## src/rtl/dvs_pkg.sv

```systemverilog
// Shared types for the DVS event dispatcher: FSM state, event and FIFO entry layouts.
// The struct field widths describe the default build (9-bit coordinates, 16-bit timestamp).
package dvs_pkg;

  localparam int unsigned XY_BITS = 9;
  localparam int unsigned TS_BITS = 16;

  typedef enum logic [1:0] {
    IDLE      = 2'd0,
    ISSUE     = 2'd1,
    WAIT_DONE = 2'd2
  } disp_state_e;

  typedef struct packed {
    logic [XY_BITS-1:0] x;
    logic [XY_BITS-1:0] y;
    logic               pol;
  } event_t;

  typedef struct packed {
    event_t             evt;
    logic [TS_BITS-1:0] ts;
  } fifo_entry_t;

  function automatic logic [15:0] sat_inc16(input logic [15:0] v);
    return (v == 16'hFFFF) ? v : v + 16'd1;
  endfunction

endpackage

```

## src/rtl/dvs_event_fifo.sv

```systemverilog
// Synchronous FIFO with full/empty flags; DEPTH must be a power of two so the
// pointers wrap naturally. Pushes while full and pops while empty are ignored.
module dvs_event_fifo
  import dvs_pkg::*;
#(
  parameter int unsigned DEPTH  = 8,
  parameter int unsigned DATA_W = 32
) (
  input  logic              clk,
  input  logic              rst,
  input  logic              push,
  input  logic              pop,
  input  logic [DATA_W-1:0] wdata,
  output logic [DATA_W-1:0] rdata,
  output logic              full,
  output logic              empty
);

  localparam int unsigned PTR_W = (DEPTH > 1) ? $clog2(DEPTH) : 1;
  localparam int unsigned CNT_W = PTR_W + 1;

  logic [DATA_W-1:0] mem_q [DEPTH];
  logic [PTR_W-1:0]  wr_ptr_q, wr_ptr_d;
  logic [PTR_W-1:0]  rd_ptr_q, rd_ptr_d;
  logic [CNT_W-1:0]  count_q, count_d;
  logic              push_ok_s;
  logic              pop_ok_s;

  assign full      = (count_q == CNT_W'(DEPTH));
  assign empty     = (count_q == {CNT_W{1'b0}});
  assign push_ok_s = push & ~full;
  assign pop_ok_s  = pop & ~empty;
  assign rdata     = mem_q[rd_ptr_q];

  always_comb begin
    wr_ptr_d = wr_ptr_q;
    rd_ptr_d = rd_ptr_q;
    count_d  = count_q;
    if (push_ok_s) begin
      wr_ptr_d = wr_ptr_q + PTR_W'(1);
    end else begin
      wr_ptr_d = wr_ptr_q;
    end
    if (pop_ok_s) begin
      rd_ptr_d = rd_ptr_q + PTR_W'(1);
    end else begin
      rd_ptr_d = rd_ptr_q;
    end
    case ({push_ok_s, pop_ok_s})
      2'b10:   count_d = count_q + CNT_W'(1);
      2'b01:   count_d = count_q - CNT_W'(1);
      default: count_d = count_q;
    endcase
  end

  always_ff @(posedge clk) begin
    if (rst) begin
      wr_ptr_q <= {PTR_W{1'b0}};
      rd_ptr_q <= {PTR_W{1'b0}};
      count_q  <= {CNT_W{1'b0}};
    end else begin
      wr_ptr_q <= wr_ptr_d;
      rd_ptr_q <= rd_ptr_d;
      count_q  <= count_d;
    end
  end

  // Storage is not reset; occupancy alone decides what is valid.
  always_ff @(posedge clk) begin
    if (push_ok_s) begin
      mem_q[wr_ptr_q] <= wdata;
    end
  end

endmodule

```

## src/rtl/dvs_event_dispatcher.sv

```systemverilog
// Timestamps raw DVS events, buffers them and issues them one at a time with a done handshake.
// Optional range filter: define DVS_EVENT_RANGE_FILTER_EN to drop out-of-array events and expose drop_cnt.
module dvs_event_dispatcher
  import dvs_pkg::*;
#(
  parameter int unsigned CAVIAR_X_Y_BITS = 9,
  parameter int unsigned TIMESTAMP_BITS  = 16,
  parameter int unsigned DVS_WIDTH       = 346,
  parameter int unsigned DVS_HEIGHT      = 260,
  parameter int unsigned FIFO_DEPTH      = 8,
  parameter int unsigned TICK_DIV        = 4,
  parameter int unsigned DONE_TIMEOUT    = 64
) (
  input  logic                         clk,
  input  logic                         rst,
  input  logic [2*CAVIAR_X_Y_BITS:0]   evt_in,
  input  logic                         evt_in_vld,
  output logic                         evt_in_rdy,
  output logic [2*CAVIAR_X_Y_BITS:0]   cavier_in,
  output logic                         cavier_in_vld,
  output logic [TIMESTAMP_BITS-1:0]    current_timestamp,
  output logic                         current_timestamp_vld,
  input  logic                         done,
  output logic                         busy,
  output logic                         timeout_err
`ifdef DVS_EVENT_RANGE_FILTER_EN
  ,
  output logic [15:0]                  drop_cnt
`endif
);

  localparam int unsigned EVT_W   = 2 * CAVIAR_X_Y_BITS + 1;
  localparam int unsigned ENTRY_W = EVT_W + TIMESTAMP_BITS;
  localparam int unsigned PRESC_W = (TICK_DIV > 1) ? $clog2(TICK_DIV) : 1;
  localparam int unsigned WAIT_W  = (DONE_TIMEOUT > 1) ? $clog2(DONE_TIMEOUT) : 1;

  disp_state_e               state_q, state_d;
  logic [WAIT_W-1:0]         wait_q, wait_d;
  logic [PRESC_W-1:0]        presc_q, presc_d;
  logic [TIMESTAMP_BITS-1:0] ts_now_q, ts_now_d;
  logic [EVT_W-1:0]          evt_out_q, evt_out_d;
  logic [TIMESTAMP_BITS-1:0] ts_out_q, ts_out_d;
  logic                      vld_q, vld_d;
  logic                      terr_q, terr_d;

  logic                      push_s;
  logic                      store_s;
  logic                      pop_s;
  logic                      fifo_full_s;
  logic                      fifo_empty_s;
  logic [ENTRY_W-1:0]        fifo_rdata_s;

  // Ready is forced high during reset so upstream never sees a stale full flag.
  assign evt_in_rdy = rst | ~fifo_full_s;
  assign push_s     = evt_in_vld & evt_in_rdy & ~rst;

`ifdef DVS_EVENT_RANGE_FILTER_EN
  logic [CAVIAR_X_Y_BITS-1:0] x_s;
  logic [CAVIAR_X_Y_BITS-1:0] y_s;
  logic                       in_range_s;
  logic [15:0]                drop_q, drop_d;

  assign x_s        = evt_in[EVT_W-1 -: CAVIAR_X_Y_BITS];
  assign y_s        = evt_in[CAVIAR_X_Y_BITS:1];
  assign in_range_s = (32'(x_s) < DVS_WIDTH) && (32'(y_s) < DVS_HEIGHT);
  assign store_s    = push_s & in_range_s;
  assign drop_cnt   = drop_q;

  always_comb begin
    drop_d = drop_q;
    if (push_s && !in_range_s) begin
      drop_d = sat_inc16(drop_q);
    end else begin
      drop_d = drop_q;
    end
  end

  always_ff @(posedge clk) begin
    if (rst) begin
      drop_q <= 16'd0;
    end else begin
      drop_q <= drop_d;
    end
  end
`else
  assign store_s = push_s;
`endif

  dvs_event_fifo #(
    .DEPTH  (FIFO_DEPTH),
    .DATA_W (ENTRY_W)
  ) u_fifo (
    .clk   (clk),
    .rst   (rst),
    .push  (store_s),
    .pop   (pop_s),
    .wdata ({evt_in, ts_now_q}),
    .rdata (fifo_rdata_s),
    .full  (fifo_full_s),
    .empty (fifo_empty_s)
  );

  always_comb begin
    presc_d  = presc_q + PRESC_W'(1);
    ts_now_d = ts_now_q;
    if (presc_q == PRESC_W'(TICK_DIV - 1)) begin
      presc_d  = {PRESC_W{1'b0}};
      ts_now_d = ts_now_q + TIMESTAMP_BITS'(1);
    end else begin
      ts_now_d = ts_now_q;
    end
  end

  always_comb begin
    state_d   = state_q;
    wait_d    = wait_q;
    evt_out_d = evt_out_q;
    ts_out_d  = ts_out_q;
    vld_d     = 1'b0;
    terr_d    = terr_q;
    pop_s     = 1'b0;
    case (state_q)
      IDLE: begin
        if (!fifo_empty_s) begin
          pop_s     = 1'b1;
          evt_out_d = fifo_rdata_s[ENTRY_W-1 -: EVT_W];
          ts_out_d  = fifo_rdata_s[TIMESTAMP_BITS-1:0];
          vld_d     = 1'b1;
          state_d   = ISSUE;
        end else begin
          state_d = IDLE;
        end
      end
      ISSUE: begin
        wait_d  = {WAIT_W{1'b0}};
        state_d = WAIT_DONE;
      end
      WAIT_DONE: begin
        if (done) begin
          state_d = IDLE;
        end else if (wait_q == WAIT_W'(DONE_TIMEOUT - 1)) begin
          terr_d  = 1'b1;
          state_d = IDLE;
        end else begin
          wait_d = wait_q + WAIT_W'(1);
        end
      end
      default: state_d = IDLE;
    endcase
  end

  always_ff @(posedge clk) begin
    if (rst) begin
      state_q   <= IDLE;
      wait_q    <= {WAIT_W{1'b0}};
      presc_q   <= {PRESC_W{1'b0}};
      ts_now_q  <= {TIMESTAMP_BITS{1'b0}};
      evt_out_q <= {EVT_W{1'b0}};
      ts_out_q  <= {TIMESTAMP_BITS{1'b0}};
      vld_q     <= 1'b0;
      terr_q    <= 1'b0;
    end else begin
      state_q   <= state_d;
      wait_q    <= wait_d;
      presc_q   <= presc_d;
      ts_now_q  <= ts_now_d;
      evt_out_q <= evt_out_d;
      ts_out_q  <= ts_out_d;
      vld_q     <= vld_d;
      terr_q    <= terr_d;
    end
  end

  assign cavier_in             = evt_out_q;
  assign current_timestamp     = ts_out_q;
  assign cavier_in_vld         = vld_q;
  assign current_timestamp_vld = vld_q;
  assign timeout_err           = terr_q;
  assign busy                  = (state_q != IDLE);

endmodule

```

## config.mk

```make
export PLATFORM = sky130hd
export DESIGN_NAME = dvs_event_dispatcher
export DESIGN_NICKNAME = d
export VERILOG_FILES = /design/src/rtl/dvs_pkg.sv /design/src/rtl/dvs_event_fifo.sv /design/src/rtl/dvs_event_dispatcher.sv
export SDC_FILE = /design/constraint.sdc
export NUM_CORES = 1
export LEC_CHECK = 0
export ABC_AREA = 1
export BUFFER_PORTS_ARGS = -buffer_cell sky130_fd_sc_hd__buf_2
export CAP_MARGIN = 30
export CORE_MARGIN = 8
export CORE_UTILIZATION = 60
export CTS_CLUSTER_DIAMETER = 80
export DETAILED_ROUTE_END_ITERATION = 8
export PLACE_DENSITY = 0.88
export SLEW_MARGIN = 10
export SYNTH_ARGS = -nofsm -noshare
export SYNTH_HDL_FRONTEND = slang
export SYNTH_HIERARCHICAL = 1
export SYNTH_SLANG_ARGS = --single-unit
```

## constraint.sdc

```tcl
create_clock -name clk -period 3.7 [get_ports clk]
set_input_delay 0 -clock clk [delete_from_list [all_inputs] [get_ports clk]]
set_output_delay 0 -clock clk [all_outputs]
set_load 0.1 [all_outputs]
```

# Word-level counts from Yosys, hierarchy flattened
# Memory sizes are Yosys's and may differ from the RTL's. A register that Yosys moved wholly into a read port is not among the register bits.
# Cells that the tools add are included.
# totals
regBits	38
latchBits	0
ram_bits	280
romBits	0
inputBits	23
output_inout_bits	40
elab_cells	57
mem_count	1
# memory_table
memory	words	width	read_ports	rd_ports_with_merged_regs	write_ports	line	source
u_fifo.mem_q	8	35	1	1	1	dvs_event_fifo.sv:22	logic [DATA_W-1:0] mem_q [DEPTH];
# op_classes
n_addsub	7
n_mul	0
n_div	0
n_lt_le_gt_ge	0
n_eq_ne	10
shift	0
muxes	12
bitwise	9
reduce_logical	9
# ops
cell	n
$add 16x1->16 const B	1
$mux 6	2
$pmux 6 s2	1
$pmux 4 s2	1
$add 3x1->3 const B	2
$add 6x1->6 const B	1
$eq 2x2->1 const B	3
$eq 6x6->1 const B	1
$pmux 2 s3	1
$reduce_and 3->1	2
$reduce_bool 2->1	3
$mux 1	5
$add 4x1->4 const B	1
$and 1x1->1	4
$eq 2x1->1 const B	2
$eq 4x4->1 const B	1
$logic_not 4->1	1
$mux 2	2
$ne 2x2->1 const B	2
$not 1->1	4
$sub 4x1->4 const B	1
$ne 3x3->1 const B	1
$add 2x1->2 const B	1
$logic_not 2->1	1
other kinds (3)	3

# Depth between registers and ports, before layout
# Gate-level depths: netlist of run 1.
# depth
depth_word	8
depth_mapped	16

# Modules after synthesis
# The synthesis of run 1 kept the hierarchy.
# by_module_without_submodules
module	instances	cells_each	area_each_um2	seq_area_each_um2
dvs_event_fifo	1	880	11812.6	8668.3
dvs_event_dispatcher	1	348	2642.5	1261.2

# Worst setup path after synthesis of run 1
# No wires, ideal clock.
# synth_path
path_kind	flip-flop to flip-flop
start	reg u_fifo.count_q[1]
end	mem u_fifo/mem_q[1][0] in the netlist's numbering, enable pin
setup_time_ps	428
t_arrival_ps	3296
path_slack_ps	-23
path_stages_with_launch	11
n_path_buf	0
period_less_slack_ps	3723
cell_sequence	dfxtp_1 > nor2_1 > nand3_1 > inv_1 > nand2_1 > nand2_1 > nor2_1 > nand2_2 > nor2_1 > inv_2 > nor2_1
# synth_between
elab_chain_len	8
# synth_lines
element	line	source
start, declared	dvs_event_fifo.sv:25	logic [CNT_W-1:0] count_q, count_d;
start signal, assigned	dvs_event_fifo.sv:60	count_q <= {CNT_W{1'b0}};
start signal, assigned	dvs_event_fifo.sv:64	count_q <= count_d;
$eq 4x4->1	dvs_event_fifo.sv:29	assign full = (count_q == CNT_W'(DEPTH));
net fifo_full_s	dvs_event_dispatcher.sv:49	logic fifo_full_s;
$not 1->1	dvs_event_dispatcher.sv:54	assign evt_in_rdy = rst | ~fifo_full_s;
$or 1x1->1	dvs_event_dispatcher.sv:54	
net evt_in_rdy	dvs_event_dispatcher.sv:18	output logic evt_in_rdy,
$and 1x1->1 (2 in a row)	dvs_event_dispatcher.sv:55	assign push_s = evt_in_vld & evt_in_rdy & ~rst;
net push_s	dvs_event_dispatcher.sv:46	logic push_s;
$and 1x1->1	dvs_event_fifo.sv:31	assign push_ok_s = push & ~full;
$mux 1	dvs_event_fifo.sv:70	if (push_ok_s) begin
$mux 1 (not written as such)	dvs_event_fifo.sv:71	mem_q[wr_ptr_q] <= wdata;
end, declared	dvs_event_fifo.sv:22	
# The timed path passes the listed nets, and every way through them passes these cells.

# Final worst setup path of run 1
# layout_path
start	reg u_fifo.count_q[1]
end	mem u_fifo/mem_q[4][12] in the netlist's numbering, enable pin
# layout_between
elab_chain_len	8
# layout_lines
element	line
$eq 4x4->1	dvs_event_fifo.sv:29
net fifo_full_s	dvs_event_dispatcher.sv:49
$not 1->1	dvs_event_dispatcher.sv:54
$or 1x1->1	dvs_event_dispatcher.sv:54
$and 1x1->1 (2 in a row)	dvs_event_dispatcher.sv:55
net push_s	dvs_event_dispatcher.sv:46
$and 1x1->1	dvs_event_fifo.sv:31
$mux 1	dvs_event_fifo.sv:70
$mux 1 (not written as such)	dvs_event_fifo.sv:71
# The timed path passes the listed nets, and every way through them passes these cells.

==> flow_summary.yaml, run 1 <==
status:
  status: "complete, no violations"
worst_setup_path:
  crit_type: "reg -> reg"
  worstPathRequired_ns: 3.90
  crit_path_top_delay_cell: "nor2_4"
  rr_endpoint: "u_fifo/mem_q[4][12]"
  cp-end-kind: "flop"
  critical_path.max_fanout: 13
  cp.arrival_ns: 2.76
  path_cells: "nor2_1, nand3_1, inv_1, nand2_1, nand2_1, nor2_1, nand3_1, nor2_4, buf_4"
  rr_worst_depth: 9
  worstSetupEndpoint: "u_fifo/mem_q[4][12]"
  reg2reg_from: "u_fifo/count_q[1]"
  r2r_slack_ns: 1.14
  cpPeakStageDelay_ns: 0.57
  crit_start: "u_fifo/count_q[1]"
  startpoint_type: "flop"
yosys:
  async_flop_share_pct: 0
  synthesis.instances: 1228
  yosys_warnings: 6
  ys_ff_latch: 356
  syn_nets: 1259
  yosysSeqAreaShare_pct: 68.69
  synth.distinct_cells: 41
  postSynthAreaPerCell_um2: 11.77
  synth_edf_count: 280
  ys.flop_type: "edfxtp_1"
  syn-cell-area_um2: 14460
die:
  start_util_pct: 60.32
  io_pins: 63
  rows: 57
  core-area_um2: 23960
  dieArea_um2: 29310
  die_h_um: 171.2
  fp.dieW_um: 171.2
sta:
  hold_viol: 0
  fin_crit_ns: 2.557
  fmax_mhz: 391.1
  whs_ns: 0.2955
  worstMarginPinSlew_ns: 0.8252
  rsz0062_at_grt: "no"
  slew_headroom_pct: 44.99
  setup_viol: 0
  fin_crit_sh_pct: 69.11
  fin_skew_ns: 0.01319
  finalMaxSlewViolations: 0
drt:
  num_vias: 9582
  detail_route.wl_per_cell_um: 19.31
  vias_per_cell: 5.783
  drc: 0
  final_antenna_net_count: 0
  first_pass_iters: 5
  drt_wl_total_um: 32000
  drtIter0Drc: 1159
pwr:
  leakagePower_uw: 0.006029
  p_per_area_nw_per_um2: 764.9
  p_total_uw: 12440
  peakVddDrop_uv: 698.0
finish:
  final_nets: 1336
  drive_gt1_share_pct: 15.45
  area_growth_pct: 12.53
  fin_cells: 1657
  design_area_um2: 16270
  diodes: 0
cts:
  clock-sinks: 356
  cts_tree: "done"
  clk_latency_ns: 0.52
  clock-root-buffer: "clkbuf_16"
  cts_resized: 0
  cts-buffers-inserted: 37
  postCtsHoldBufs: 23
  cts_buffer_depth: 3
  post-cts-setup-buffers: 0
  cts_htree_levels: 2
  clk_pin_slew_worst_paths_ns: 0.06
worst_hold_path:
  hp-class: "in -> reg"
  hold_depth: 2
grt:
  first_global_vias: 9764
  grt_max_degree: 110
  grt_pass1_wl_um: 50860
  antenna_found_initial: 0
  grt.total_usage_pct: 22.01
  grt.overflow.total: 0
job:
  cap_violations: 0
placement:
  place_inst: 1567
  gp_congestion: 0.8146
  post_dp_cell_area_um2: 14820
  numPortBuffers: 62
  dpl.hpwl_um: 17270
==> cells by family after synthesis <==
logic type	synth area share, %
xor+xnor	0.1818
flops	68.69
compound gates	8.985
simple gates	13.87
mux	2.424
buf+inv	5.159
fa+ha+maj	0.6925
==> sequential cells by signal, indices dropped and copies added (netlist names), 3 cells and up, named ones only <==
name and count:
u_fifo/mem_q 280, cavier_in 19, current_timestamp 16, ts_now_q 16, wait_q 6, u_fifo/count_q 4
u_fifo/rd_ptr_q 3, u_fifo/wr_ptr_q 3
==> area by class of cell <==
| cell class | count | area [µm²] |
|---|---|---|
| sequential | 356 | 9937 |
| tap | 324 | 405.4 |
| multi-input combinational | 762 | 3840 |
| clock buffer | 55 | 1096 |
| inverter | 47 | 183.9 |
| timing repair buffer | 101 | 685.7 |
| fill | 1612 | 7696 |
| clock inverter | 12 | 118.9 |
==> synth_stat cells, types with 22 or more instances <==
cell | n | share of area [%]
edfxtp_1 | 280 | 58
nor2_1 | 221 | 5.7
nand2_1 | 158 | 4.1
o21ai_0 | 108 | 3.7
o21ai_1 | 83 | 2.9
dfxtp_1 | 76 | 11
nor2_2 | 37 | 1.6
inv_1 | 35 | 0.91
mux2i_1 | 35 | 2.4
o22ai_1 | 35 | 1.5
a21oi_1 | 22 | 0.76
buf_2 | 22 | 0.76
==> worst max-delay path: cells and delay by family, from the launching register on <==
family	cells	cell delay (ns)
buf+inv	2	0.39
simple gates	7	1.44
flops	1	0.39
==> worst min path at each step <==
| stage | end | slack (ns) | from |
|---|---|---|---|
| 5_1_grt | u_fifo/mem_q[3][31] | 0.30 | evt_in[15] |
| 6_report | u_fifo/mem_q[7][32] | 0.30 | evt_in[16] |
| 2_1_floorplan | u_fifo/wr_ptr_q[0] | 0.07 | rst |
| 4_1_cts | u_fifo/mem_q[7][32] | 0.28 | evt_in[16] |
| 3_3_place_gp | u_fifo/mem_q[3][29] | 0.27 | evt_in[13] |
| 3_5_place_dp | u_fifo/mem_q[7][32] | 0.28 | evt_in[16] |
==> cells in the final DEF, fill, tap and decap left out, types with 5 or more instances in the layout <==
cell           instances
ha_1                   8
nor2_2                37
inv_2                  9
clkinv_1               5
clkbuf_16             39
nor2_1               213
o21ai_1               83
buf_2                 62
o22ai_1               35
nor2_4                11
edfxtp_1             280
nor3_1                 6
buf_4                 14
nand3_1               19
inv_1                 35
clkbuf_1              10
dlygate4sd3_1         23
a21oi_1               22
dfxtp_1               74
nand2_2                7
o21ai_0              108
clkbuf_8               6
nand2_1              158
mux2i_1               35
==> power by group <==
part | switching [µW] | internal [µW] | total [µW]
clock network | 1470 | 2190 | 3670
registers | 241 | 4580 | 4820
logic | 3000 | 953 | 3960
total | 4720 | 7720 | 12400
==> layer usage <==
metal  vias to the layer above  wire length, µm  track usage, %
met4                         0              811           8.053
met5                         -                0               0
met2                       462            16110           38.03
met1                      4618            12630           27.54
met3                        67             2444           3.833
li1                       4435                -               -
==> per-stage QoR <==
step / TNS [ns] / util (%) / worst slack, ns
floorplan: -3.277 / - / -0.02341
global placement: 0 / 61.85 / 1.345
detailed placement: 0 / 61.85 / 1.222
CTS: 0 / 67.88 / 1.176
global route: 0 / 67.88 / 1.026
finish: 0 / 67.88 / 1.143
Power figures use the tool's default switching activity.
==> run 2: changes to the inputs <==
CORE_UTILIZATION = 55   (was 60)
PLACE_DENSITY = 0.85   (was 0.88)
clock period = 2.05 ns   (was 3.7 ns; I/O delays follow)
==> run 2 against run 1 <==
  * Sequential share of layout area decreased by 1.9 points
  * Clock power increased by 72%
  * Count of clock-buffer cells in the layout decreased by 2
  * Final cell count increased by 2.0%
  * Sequential cell count unchanged
  * Register-to-register slack got worse by 1.1 ns
  * Sequential power increased by 78%
  * Via count increased by 1.8%
  * Hold slack improved by 0.0087 ns
  * Utilization decreased by 3.0 points
  * Combinational power increased by 93%
==> flow_summary.yaml, run 2 (synthesized netlist as in run 1, its figures left out) <==
status:
  status: "complete, no violations"
grt:
  first_global_vias: 9970
  grt.overflow.total: 0
  grt_pass1_wl_um: 51190
  busiest_layer: "met2"
  antenna_found_initial: 0
  grt.met3_usage_pct: 3.493
  grt.total_usage_pct: 20.36
  grt_util_met1_pct: 25.09
  use_met2_pct: 35.46
  grt_max_degree: 106
worst_setup_path:
  critical_path.max_fanout: 7
  startpoint_type: "flop"
  cp.arrival_ns: 2.24
  crit_type: "reg -> reg"
  worstPathRequired_ns: 2.28
  cp-end-kind: "flop"
drt:
  drtIter0Drc: 997
  num_vias: 9752
  first_pass_iters: 5
  vias_per_cell: 5.770
  final_antenna_net_count: 0
  drc: 0
  detail_route.wl_per_cell_um: 19.45
  drt_wl_total_um: 32880
pwr:
  intPower_uw: 13970
  p_sw_uw: 8594
  clockPowerShare_pct: 28.0
  p_per_area_nw_per_um2: 1343
  p_comb_share_pct: 34.0
  leakagePower_uw: 0.006194
  swShare_pct: 38.09
  p_total_uw: 22560
  peakVddDrop_uv: 1152
  seqPwrFrac_pct: 38.0
cts:
  cts_tree: "done"
  clock-root-buffer: "clkbuf_16"
  cts_htree_levels: 2
  cts-buffers-inserted: 36
  clk_latency_ns: 0.52
  clk_pin_slew_worst_paths_ns: 0.06
  cts_buffer_depth: 3
  clock-sinks: 356
placement:
  dpl.hpwl_um: 18720
  numPortBuffers: 62
  dp_slack_ns: 0.02212
  gp_congestion: 0.8091
  place_inst: 1594
finish:
  final_common_cell: "edfxtp_1"
  diodes: 0
  regMostFlops: "u_fifo/mem_q"
  mostFrequentLayoutCells: "edfxtp_1 (280), nor2_1 (208), nand2_1 (155)"
  final_nets: 1360
  fin_cells: 1690
  drive_gt1_share_pct: 18.45
  fill_cells: 1793
  area_growth_pct: 16.24
  largest_register_ffs: 280
sta:
  slew_headroom_pct: 44.42
  setup_viol: 0
  fmax_mhz: 496.6
  fin_skew_ns: 0.01537
  whs_ns: 0.3042
  worstMarginPinSlew_ns: 0.8337
  hold_viol: 0
  fin_crit_sh_pct: 98.23
  worst_slack_ns: 0.03619
  tns_ns: 0
  finalMaxSlewViolations: 0
  fin_crit_ns: 2.014
  rsz0062_at_grt: "yes"
worst_hold_path:
  hp-class: "in -> reg"
die:
  fp.dieW_um: 178.1
  dieArea_um2: 31730
  die_h_um: 178.1
  core-area_um2: 25910
  rows: 59
  io_pins: 63
  start_util_pct: 55.79
job:
  cap_violations: 0
run 2: through the flow:
stage / util, % / cell area (µm²)
floorplan: - / 14610
global placement: 58.85 / 15250
detailed placement: 58.85 / 15250
CTS: 64.17 / 16630
global route: 64.85 / 16800
finish: 64.85 / 16800
run 2: what timing repair did:
action	4_1_cts	5_1_grt
pin swaps	0	3
cloned	0	5
hold endpoints to repair	171	0
hold buffers	23	0
gates resized for setup	4	11
buffers inserted	0	4
endpoints found under the setup margin	1	79
run 2: power by group through the flow:
stage               clock [µW]  sequential, µW  combinational (µW)
floorplan                    0           10400                4660
global placement             0            8680                7140
detailed placement           0            8710                7380
CTS                       6420            8570                7530
global route              6710            8630                8250
finish                    6330            8570                7660
run 2: worst paths after layout:
check | to | startpoint | slack (ns) | depth (start not counted)
setup / recovery | u_fifo/mem_q[7][11] | u_fifo/count_q[1] | 0.04 | 13
hold reg to reg | presc_q[0] | presc_q[0] | 0.43 | 1
hold / removal | u_fifo/mem_q[1][32] | evt_in[16] | 0.30 | 2
setup reg to reg | u_fifo/mem_q[7][11] | u_fifo/count_q[1] | 0.04 | 13
run 2: critical path: stages, from the launching register on:
cell	delay, ns
dfxtp_4	0.37
nor2_4	0.05
nand3_4	0.10
inv_4	0.06
nand2_8	0.06
nand2_4	0.05
nor2_4	0.12
nand2_4	0.08
buf_6	0.14
nor2_4	0.14
inv_4	0.08
nor2_4	0.13
buf_12	0.16
clkbuf_16	0.17
run 2: layout make-up:
| class | instances | area (µm²) | area share [%] |
|---|---|---|---|
| multi-input combinational | 762 | 3950 | 23.51 |
| inverter | 47 | 202.7 | 1.206 |
| clock inverter | 11 | 108.9 | 0.6478 |
| clock buffer | 53 | 1028 | 6.121 |
| tap | 335 | 419.2 | 2.495 |
| timing repair buffer | 126 | 1146 | 6.821 |
| sequential | 356 | 9947 | 59.20 |
run 2: metal layers:
metal	part of all wire (%)	up-vias
li1	-	4485
met1	39	4763
met2	51	431
met4	2.5	0
met3	7.8	73
met5	0	-
==> run 3: changes to the inputs <==
BUFFER_PORTS_ARGS = -buffer_cell sky130_fd_sc_hd__buf_4   (was -buffer_cell sky130_fd_sc_hd__buf_2)
==> run 3 against run 2 <==
  * Worst setup slack got worse by 0.0026 ns
  * Utilization increased by 0.61 points
  * Largest power group unchanged
  * Clock power increased by 5.4%
  * Combinational power increased by 3.0%
  * Routed wire length decreased by 0.43%
  * First-iteration DRC count decreased by 3.8%
  * Count of clock-buffer cells in the layout decreased by 10
  * Sequential power about the same
  * Die area unchanged
  * Via count about the same
==> flow_summary.yaml, run 3 (synthesized netlist as in run 1, its figures left out) <==
sta:
  slew_headroom_pct: 60.76
  fin_skew_ns: 0.01255
  setup_viol: 0
  finalMaxSlewViolations: 0
  fin_crit_ns: 2.016
  fmax_mhz: 495.9
  tns_ns: 0
  fin_crit_sh_pct: 98.36
  worstMarginPinSlew_ns: 0.5886
  hold_viol: 0
worst_setup_path:
  crit_start: "u_fifo/count_q[1]"
  reg2reg_from: "u_fifo/count_q[1]"
  startpoint_type: "flop"
  cp.arrival_ns: 2.41
  crit_type: "reg -> reg"
  critical_path.max_fanout: 4
  cp-end-kind: "flop"
  worstPathRequired_ns: 2.45
finish:
  final_nets: 1362
  largest_register_ffs: 280
  fill_cells: 1757
  regMostFlops: "u_fifo/mem_q"
  area_growth_pct: 17.33
  final_common_cell: "edfxtp_1"
  diodes: 0
  multi_input_area_um2: 3918
  design_area_um2: 16960
  regArea_um2: 9947
  mostFrequentLayoutCells: "edfxtp_1 (280), nor2_1 (209), nand2_1 (156)"
  drive_gt1_share_pct: 18.22
pwr:
  clockPowerShare_pct: 28.9
  peakVddDrop_uv: 1270
  seqPwrFrac_pct: 37.0
  p_comb_share_pct: 34.1
  p_per_area_nw_per_um2: 1364
  leakagePower_uw: 0.006248
  p_sw_uw: 8636
  swShare_pct: 37.34
  intPower_uw: 14490
drt:
  drt_wl_total_um: 32740
  detail_route.wl_per_cell_um: 19.36
  drc: 0
  final_antenna_net_count: 0
  drtIter0Drc: 959
  num_vias: 9756
  vias_per_cell: 5.769
  first_pass_iters: 6
cts:
  cts_tree: "done"
  clk_pin_slew_worst_paths_ns: 0.06
  cts_buffer_depth: 3
  clock-root-buffer: "clkbuf_16"
  clk_latency_ns: 0.51
  cts_htree_levels: 2
  cts-buffers-inserted: 36
  clock-sinks: 356
die:
  rows: 59
  core-area_um2: 25910
  io_pins: 63
  fp.dieW_um: 178.1
  dieArea_um2: 31730
  die_h_um: 178.1
  start_util_pct: 55.79
placement:
  dpl.hpwl_um: 18830
  gp_congestion: 0.7890
  post_dp_cell_area_um2: 15460
  numPortBuffers: 62
job:
  cap_violations: 0
worst_hold_path:
  min_from: "evt_in_vld"
  hp-class: "in -> reg"
grt:
  first_global_vias: 9967
  grt.total_usage_pct: 20.25
  grt_pass1_wl_um: 50980
  grt_max_degree: 61
  grt.overflow.total: 0
  antenna_found_initial: 0
status:
  status: "complete, no violations"
-- run 3: critical path: stages, from the launching register on --
cell	delay (ns)
dfxtp_4	0.35
nor2_4	0.14
nand3_1	0.12
inv_2	0.11
nor2_8	0.05
nand2_1	0.11
inv_2	0.05
ha_2	0.19
nor2_1	0.16
nor2_2	0.08
ha_1	0.19
a21oi_2	0.12
xnor2_1	0.08
o21ai_1	0.12
inv_1	0.05
-- run 3: metal layers --
| layer | GRT usage [%] | routed length, µm | up-vias |
|---|---|---|---|
| li1 | - | - | 4481 |
| met1 | 25.41 | 13150 | 4789 |
| met2 | 35.03 | 16390 | 417 |
| met3 | 3.450 | 2338 | 69 |
| met4 | 6.912 | 857 | 0 |
| met5 | 0 | 0 | - |
-- run 3: power by group through the flow --
stage          registers [µW]  clock network, µW  logic [µW]
3_5_place_dp             8700                  0        7690
4_1_cts                  8560               6720        7820
2_1_floorplan           10400                  0        4660
6_report                 8560               6670        7890
3_3_place_gp             8680                  0        7420
5_1_grt                  8610               7020        8490
-- run 3: layout make-up --
cell class	instances	share of cell area, %
multi-input combinational	762	23.10
timing repair buffer	128	7.569
clock buffer	43	5.592
clock inverter	20	1.424
inverter	47	1.195
tap	335	2.471
sequential	356	58.65
-- run 3: through the flow --
stage          hold WS, ns  setup WS (ns)  std cells  total power (µW)  utilization [%]
6_report           0.04255        0.03355       1691             23130            65.45
5_1_grt            0.06014       -0.05523       1691             24120            65.45
4_1_cts            0.02095        0.02886       1683             23100            65.09
3_5_place_dp        0.2420      0.0009219       1598             16390            59.65
3_3_place_gp        0.2358        0.07228       1598             16100            59.65
2_1_floorplan      0.06270        -0.1057       1228             15080                -
-- run 3: worst paths after layout --
kind	endpoint	slack, ns	cells after the start
worst max-delay path	u_fifo/count_q[2]	0.03	14
worst min-delay path	u_fifo/wr_ptr_q[1]	0.04	6
worst max register to register	u_fifo/count_q[2]	0.03	14
worst min register to register	presc_q[0]	0.44	1
-- run 3: timing repair --
item | in CTS | in global routing
buffers inserted | 0 | 7
hold endpoints to repair | 168 | 0
gates resized for setup | 1 | 6
hold buffers | 22 | 0
endpoints found under the setup margin | 1 | 69
gates cloned | 0 | 1
pin swaps | 0 | 2
